`src/rtl/sha_pkg.sv`:
```
// Shared types and constants for the SHA job dispatcher and its solve timer.
package sha_pkg;

    localparam int MIDSTATE_W = 256;
    localparam int HEAD_W     = 512;
    localparam int NONCE_W    = 32;

    typedef enum logic [2:0] {
        IDLE,
        CLEAR,
        FLUSH,
        SOLVE,
        REPORT
    } state_t;

    localparam logic [1:0] ST_FOUND     = 2'd0;
    localparam logic [1:0] ST_EXHAUSTED = 2'd1;
    localparam logic [1:0] ST_ABORTED   = 2'd2;

    function automatic logic [31:0] sat_inc32(input logic [31:0] v);
        return (v == 32'hFFFF_FFFF) ? v : v + 32'd1;
    endfunction

endpackage

```
`src/rtl/sha_solve_timer.sv`:
```
// Clearable, enabled, saturating up-counter shared by the flush and timeout phases.
module sha_solve_timer #(
    parameter int W = 40
) (
    input  logic         clk,
    input  logic         rst,
    input  logic         i_clr,
    input  logic         i_en,
    output logic [W-1:0] o_count
);

    logic [W-1:0] r_count;

    // Clear wins over enable so a phase change can restart the count in one cycle.
    always_ff @(posedge clk) begin
        if (rst) begin
            r_count <= '0;
        end else if (i_clr) begin
            r_count <= '0;
        end else if (i_en && (r_count != {W{1'b1}})) begin
            r_count <= r_count + W'(1);
        end
    end

    assign o_count = r_count;

endmodule

```
`src/rtl/sha_job_dispatcher.sv`:
```
// Feeds mining jobs to the SHA solve block and returns one result per job.
// Optional SHA_JOB_STATS_EN adds saturating found/exhausted/aborted counters.
module sha_job_dispatcher
    import sha_pkg::*;
#(
    parameter int                   ID_W          = 8,
    parameter int                   FLUSH_CYCLES  = 72,
    parameter int                   TIMEOUT_W     = 40,
    parameter logic [TIMEOUT_W-1:0] SOLVE_TIMEOUT = 40'h40_0000_0000
) (
    input  logic                  clk,
    input  logic                  rst,
    input  logic                  job_valid,
    output logic                  job_ready,
    input  logic [MIDSTATE_W-1:0] job_mid_state,
    input  logic [HEAD_W-1:0]     job_head_data,
    input  logic [ID_W-1:0]       job_id,
    input  logic                  job_abort,
    output logic [MIDSTATE_W-1:0] sha_mid_state,
    output logic [HEAD_W-1:0]     sha_head_data,
    output logic                  sha_load_state,
    output logic                  sha_solve_en,
    input  logic                  sha_flag,
    input  logic [NONCE_W-1:0]    sha_golden_nonce,
    output logic                  res_valid,
    input  logic                  res_ready,
    output logic [1:0]            res_status,
    output logic [NONCE_W-1:0]    res_nonce,
    output logic [ID_W-1:0]       res_id,
    output state_t                dbg_state
`ifdef SHA_JOB_STATS_EN
    ,
    output logic [31:0]           stat_found,
    output logic [31:0]           stat_exhausted,
    output logic [31:0]           stat_aborted
`endif
);

    localparam logic [TIMEOUT_W-1:0] FLUSH_LAST = TIMEOUT_W'(FLUSH_CYCLES - 1);
    localparam logic [TIMEOUT_W-1:0] SOLVE_LAST = SOLVE_TIMEOUT - TIMEOUT_W'(1);

    state_t                r_state;
    state_t                w_next_state;
    logic [MIDSTATE_W-1:0] r_mid_state;
    logic [HEAD_W-1:0]     r_head_data;
    logic [ID_W-1:0]       r_id;
    logic [1:0]            r_res_status;
    logic [NONCE_W-1:0]    r_res_nonce;
    logic [ID_W-1:0]       r_res_id;

    logic                  w_tmr_clr;
    logic                  w_tmr_en;
    logic [TIMEOUT_W-1:0]  w_count;
    logic                  w_capture;
    logic [1:0]            w_cap_status;
    logic [NONCE_W-1:0]    w_cap_nonce;
    logic                  w_job_fire;
    logic                  w_res_fire;

    // Both handshakes transfer on the rising edge where valid and ready are high together;
    // a valid side never waits on ready combinationally and holds its payload until transfer.
    assign w_job_fire = job_valid && job_ready;
    assign w_res_fire = res_valid && res_ready;

    sha_solve_timer #(
        .W(TIMEOUT_W)
    ) u_timer (
        .clk     (clk),
        .rst     (rst),
        .i_clr   (w_tmr_clr),
        .i_en    (w_tmr_en),
        .o_count (w_count)
    );

    always_comb begin
        w_next_state = r_state;
        w_tmr_clr    = 1'b0;
        w_tmr_en     = 1'b0;
        w_capture    = 1'b0;
        w_cap_status = ST_FOUND;
        w_cap_nonce  = '0;
        case (r_state)
            IDLE: begin
                if (w_job_fire) begin
                    w_next_state = CLEAR;
                end
            end
            CLEAR: begin
                w_tmr_clr    = 1'b1;
                w_next_state = FLUSH;
            end
            FLUSH: begin
                // Stale hits from the previous job may still be draining; flag is ignored here.
                w_tmr_en = 1'b1;
                if (job_abort) begin
                    w_capture    = 1'b1;
                    w_cap_status = ST_ABORTED;
                    w_next_state = REPORT;
                end else if (w_count == FLUSH_LAST) begin
                    w_tmr_clr    = 1'b1;
                    w_next_state = SOLVE;
                end
            end
            SOLVE: begin
                w_tmr_en = 1'b1;
                if (sha_flag) begin
                    w_capture    = 1'b1;
                    w_cap_status = ST_FOUND;
                    w_cap_nonce  = sha_golden_nonce;
                    w_next_state = REPORT;
                end else if (job_abort) begin
                    w_capture    = 1'b1;
                    w_cap_status = ST_ABORTED;
                    w_next_state = REPORT;
                end else if (w_count == SOLVE_LAST) begin
                    w_capture    = 1'b1;
                    w_cap_status = ST_EXHAUSTED;
                    w_next_state = REPORT;
                end
            end
            REPORT: begin
                if (w_res_fire) begin
                    w_next_state = IDLE;
                end
            end
            default: begin
                w_next_state = IDLE;
            end
        endcase
    end

    always_ff @(posedge clk) begin
        if (rst) begin
            r_state      <= IDLE;
            r_mid_state  <= '0;
            r_head_data  <= '0;
            r_id         <= '0;
            r_res_status <= '0;
            r_res_nonce  <= '0;
            r_res_id     <= '0;
        end else begin
            r_state <= w_next_state;
            if (w_job_fire) begin
                r_mid_state <= job_mid_state;
                r_head_data <= job_head_data;
                r_id        <= job_id;
            end
            if (w_capture) begin
                r_res_status <= w_cap_status;
                r_res_nonce  <= w_cap_nonce;
                r_res_id     <= r_id;
            end
        end
    end

    assign job_ready      = (r_state == IDLE);
    assign res_valid      = (r_state == REPORT);
    assign sha_load_state = (r_state == FLUSH) || (r_state == SOLVE);
    assign sha_solve_en   = (r_state == FLUSH) || (r_state == SOLVE);
    assign sha_mid_state  = r_mid_state;
    assign sha_head_data  = r_head_data;
    assign res_status     = r_res_status;
    assign res_nonce      = r_res_nonce;
    assign res_id         = r_res_id;
    assign dbg_state      = r_state;

`ifdef SHA_JOB_STATS_EN
    logic [31:0] r_stat_found;
    logic [31:0] r_stat_exhausted;
    logic [31:0] r_stat_aborted;

    always_ff @(posedge clk) begin
        if (rst) begin
            r_stat_found     <= '0;
            r_stat_exhausted <= '0;
            r_stat_aborted   <= '0;
        end else if (w_res_fire) begin
            if (r_res_status == ST_FOUND)     r_stat_found     <= sat_inc32(r_stat_found);
            if (r_res_status == ST_EXHAUSTED) r_stat_exhausted <= sat_inc32(r_stat_exhausted);
            if (r_res_status == ST_ABORTED)   r_stat_aborted   <= sat_inc32(r_stat_aborted);
        end
    end

    assign stat_found     = r_stat_found;
    assign stat_exhausted = r_stat_exhausted;
    assign stat_aborted   = r_stat_aborted;
`endif

endmodule

```
`config.mk`:
```
export PLATFORM = sky130hd
export DESIGN_NAME = sha_job_dispatcher
export DESIGN_NICKNAME = d
export VERILOG_FILES = /design/src/rtl/sha_pkg.sv /design/src/rtl/sha_solve_timer.sv /design/src/rtl/sha_job_dispatcher.sv
export SDC_FILE = /design/constraint.sdc
export NUM_CORES = 2
export LEC_CHECK = 0
export BUFFER_PORTS_ARGS = -buffer_cell sky130_fd_sc_hd__buf_2
export CELL_PAD_IN_SITES_DETAIL_PLACEMENT = 1
export CELL_PAD_IN_SITES_GLOBAL_PLACEMENT = 1
export CORE_AREA = 2 2 636 638
export CTS_CLUSTER_DIAMETER = 200
export DETAILED_ROUTE_END_ITERATION = 10
export DIE_AREA = 0 0 638 640
export PLACE_DENSITY = 0.36
export SLEW_MARGIN = 20
export SYNTH_ARGS = -nofsm -noshare
export SYNTH_HDL_FRONTEND = slang
export SYNTH_SLANG_ARGS = --single-unit
```
`constraint.sdc`:
```
create_clock -name clk -period 7.3 [get_ports clk]
set_input_delay 0.73 -clock clk [delete_from_list [all_inputs] [get_ports clk]]
set_output_delay 0.73 -clock clk [all_outputs]
set_load 0.02 [all_outputs]
```
Yosys cells after proc, flatten, opt, wreduce, memory -nomap -nowiden
Index checks and enable logic that the tools add are counted.
Cells by class
  muxes and demuxes: 24
  add/sub/neg operators: 1
  reduce and logical (&&, ||, !) cells: 8
  equal/unequal tests: 11
Operators by type and width (count)
  $mux 32: 2
  $add 40x1->40 const B: 1
  $eq 40x38->1 const B: 1
  $eq 40x7->1 const B: 1
  $ne 40x40->1 const B: 1
  $mux 3: 7
  $pmux 3 s5: 1
  $mux 1: 8
  $eq 3x2->1 const B: 2
  $mux 2: 3
  $ne 2x1->1 const B: 2
  $ne 4x4->1 const B: 1
  $pmux 1 s2: 2
  $pmux 2 s2: 1
  $reduce_and 4->1: 1
  $reduce_or 2->1: 2
  $eq 3x1->1 const B: 1
  $eq 3x3->1 const B: 1
  $logic_and 1x1->1: 3
  $logic_not 3->1: 1
  $ne 3x3->1 const B: 1
  $logic_or 1x1->1: 1
Word-level totals
  flip-flop bits (word level): 861
  word-level logic and storage cells: 52
  bits of input ports: 814

Depth between registers and ports, before layout
  depth in word-level cells: 5
  mapped depth: 10

By module
Synthesis repeated with hierarchy kept, for this count alone.
Second synthesis, totals
  cell total of the unflattened synthesis: 3877
  area, all modules: 31306.3 µm²
By module, submodules not included
  sha_job_dispatcher: times used 1, cells each 3619, area an instance 29143.0 µm²
  sha_solve_timer: times used 1, cells each 258, area an instance 2163.3 µm²

Worst setup path before layout
No wires, ideal clock.
  kind: register to register
  from: reg r_state[0], in the netlist dbg_state[0]
  to: reg r_id[0]
  path slack: 4.819 ns
  stages on the path, launching flop included: 9
  arrival time: 2.411 ns
  required time: 7.230 ns
  buffers on the path: 4
  clock period less this slack: 2.481 ns
  cells stage by stage: dfxtp_1 -> clkbuf_1 -> nor3_1 -> and2_1 -> clkbuf_1 -> clkbuf_1 -> clkbuf_1 -> nand2_1 -> a21oi_1
On the way
  cells in the longest elaborated chain, start to end: 2
RTL lines
  from (decl): RTL line sha_job_dispatcher.sv:42  | state_t r_state;
  from (signal assigned): RTL line sha_job_dispatcher.sv:142  | r_state <= w_next_state;
  $logic_not 3->1: RTL line sha_job_dispatcher.sv:156  | assign job_ready = (r_state == IDLE);
  named net job_ready: RTL line sha_job_dispatcher.sv:14  | output logic job_ready,
  $logic_and 1x1->1: RTL line sha_job_dispatcher.sv:62  | assign w_job_fire = job_valid && job_ready;
  to (signal assigned): RTL line sha_job_dispatcher.sv:146  | r_id <= job_id;
  to (decl): RTL line sha_job_dispatcher.sv:46  | logic [ID_W-1:0] r_id;
The timed path passes the listed nets, and every way through them passes these cells.
A chain may end at the register's enable or synchronous reset.

Worst setup path after layout
  from: reg r_state[1], in the netlist dbg_state[1]
  to: out sha_solve_en
On the way
  cells in the longest elaborated chain, start to end: 2
  elaborated cells on any way between the ends: 3
RTL lines
  $eq 3x2->1: RTL line sha_job_dispatcher.sv:159  | assign sha_solve_en = (r_state == FLUSH) || (r_state == SOLVE);
  $logic_or 1x1->1 *: RTL line sha_job_dispatcher.sv:159
  to (decl): RTL line sha_job_dispatcher.sv:22  | output logic sha_solve_en,
Every way passes the cells marked *; elsewhere a longest branch is shown, timed or not.

==> metrics.txt <==
worst-path maximum fanout 14; Reg clk slew, reported paths about 0.060 ns; fin util 0.124; Hold Path Depth 3; Detail Placement HPWL 252000 um; GR Overflow Total 0; Main synth FF type dfxtp_1; Post-synth EDFFs 0; critical hold path startpoint job_head_data[453]; I/O Buffers roughly 1600; first-pass GRT wire length 379000 um; Max Fclk 0.297 GHz; distinct cell type count of the synthesized netlist 46; RSZ-0062 raised after global routing false; Final Hold Fails 0; crit start category flip-flop; Pwr Total between 15 and 20 mW; share of the synthesized area in the top cell type 0.573; CTS tree done; die extent in x approximately 640 um; largest cells by area after synthesis dfxtp_1, nand2_1, a21oi_1, clkbuf_1, a22o_1; Core ar. 401000 um^2; Post-Route WL 301000 um; sequential fraction of the synthesis area 0.573; Mean Syn Cell Area 7.93 um^2; CTS Root Cell clkbuf_16; clock latency on the worst-skew pair ~0.85 ns; drt first pass iters 5; Slew Limit Fails 0; num rows 233; yosys warns 0; number of top-level pins 1631; Fillers 48071; fin crit period 3.37 ns; outcome finished, final reports clean; Post-synth ARST share 0; CP endpoint kind primary output; Final Skew 0.0831 ns; gpl congestion between 0.9 and 1; ratio of final minimum period to clock period 0.462; Leakage Power 20.8 nW; max cap viols 0; dominant cell by count in the synthesized netlist nand2_1; vias per inst about 3.2; final layout net count 6200; H-Tree Depth 4; P per Cell Area ~320 nW/um^2; Die Height between 600 and 700 um; post-cts repair resize count 0; multi-input logic area 11800 um^2; Reg-to-Reg Start dbg_state[0]; Total GRT Usage 0.141; worst vdd rail ir drop 0.139 mV; area grow syn2layout 65.4%; Slew @ Worst Pin 1.13 ns; vias in the first global route 35739; worst r2r dst sha_mid_state[96]; Max-slew headroom 0.246; drt initial violations about 1500; storage element area 17200 um^2; wire length per cell 27.8 um; commonest cells in the netlist nand2_1, dfxtp_1, a21oi_1; largest net degree at the start of global routing roughly 170; antenna-violating nets left 0; number of remaining DRC errors 0; flops & latches, synth 861; Worst EP arrival 2.64 ns; vias 34949; setup TNS 0 ns; Required @ worst endpoint 6.57 ns; CTS Buf Count 140; register-to-register setup slack 3.99 ns; Hold Path End sha_head_data[453]; endpoints failing setup 0; die footprint between 400000 and 500000 um^2; clk buf depth 4; layout cell share with drive strength beyond 1 0.345; Synth area leader dfxtp_1; CTS Sinks 861; Starting Density 0.0749; Syn Inst Count ~3800; r2r worst-path depth 5; kind of critical path flip-flop to primary output; initial antenna violation count 219; Post-Syn Area 30100 um^2; Synthesized Nets about 4600; Hold WC Path Type input pin to flip-flop
report_power, final:
part           internal, mW  switching, mW
combinational         0.838           2.45
sequential             5.15          0.272
clock                  4.15           2.83
registers in the layout, summed over array words and instances (netlist names):
register and flops:
dbg_state 3, r_id 8, res_id 8, res_nonce 32, res_status 2, sha_head_data 512
sha_mid_state 256, u_timer.o_count 40
through the flow:
stage / worst slack [ns] / hold slack, ns / instances / area [um^2]
2_1_floorplan: 4.82 / 0.437 / 3792 / 30100
3_3_place_gp: 3.87 / 0.440 / 10455 / 44200
3_5_place_dp: 3.88 / 0.445 / 10455 / 44300
4_1_cts: 3.76 / 0.000162 / 10768 / 49600
5_1_grt: 3.68 / 0.0496 / 10827 / 49700
6_report: 3.93 / 0.119 / 10836 / 49800
worst max-delay path by stage:
stage	endpoint	start	slack (ns)
floorplan	r_id[0]	dbg_state[0]	4.82
global placement	u_timer.o_count[0]	u_timer.o_count[0]	3.87
detailed placement	u_timer.o_count[1]	u_timer.o_count[0]	3.88
CTS	sha_solve_en	dbg_state[1]	3.76
global route	sha_solve_en	dbg_state[1]	3.68
finish	sha_solve_en	dbg_state[1]	3.93
area by class of cell:
type                            instances  area share
Antenna cell                           67     0.00337
Clock buffer                          190      0.0801
Clock inverter                         49      0.0122
Inverter                                6    0.000453
Multi-Input combinational cell       2636       0.237
Sequential cell                       861       0.346
Tap cell                             5287       0.133
Timing Repair Buffer                 1740       0.188
what timing repair did:
action | CTS | global route
hold buffers | 74 | 0
setup buffers | 0 | 0
endpoints found under the hold margin | 74 | 0
routing by layer:
| metal | vias to the layer above | share of wire | global-route usage |
|---|---|---|---|
| li1 | 15694 | - | - |
| met1 | 17195 | 0.37 | 0.153 |
| met2 | 1389 | 0.51 | 0.255 |
| met3 | 583 | 0.080 | 0.0476 |
| met4 | 88 | 0.035 | 0.0456 |
| met5 | - | 0.0019 | 0 |
layout by cell type, fill, tap and decap left out, drive strengths merged, types with 8 or more instances in the layout:
cell type,n
dlygate4sd3,74
nor4,15
or3,20
clkbuf,190
nor2,16
mux2i,10
diode,67
a21oi,814
nand3,16
clkinv,30
nor3,8
or4,20
nand4,17
o31ai,18
o21ai,20
buf,1666
dfxtp,861
nand2,1572
nand2b,19
a22o,32
bufinv,9
inv,10
critical path, stage by stage, from the launching register on:
cell and delay [ns]:
dfxtp_1 0.42, nand2b_1 0.39, inv_1 0.55, buf_2 0.40
cell families (layout without fill, tap and decap cells):
logic type | after synthesis | after routing | synth area share
flip-flops | 861 | 861 | 0.573
buffers and inverters | 295 | 1985 | 0.0376
other | 0 | 67 | 0
AO/OA/AOI/OAI | 894 | 894 | 0.155
AND/OR/NAND/NOR | 1728 | 1728 | 0.229
multiplexers | 10 | 10 | 0.00333
adder cells (fa/ha/maj) | 1 | 1 | 0.000416
XOR/XNOR | 3 | 3 | 0.000874
Note: power is estimated with default switching activity, not from simulation.
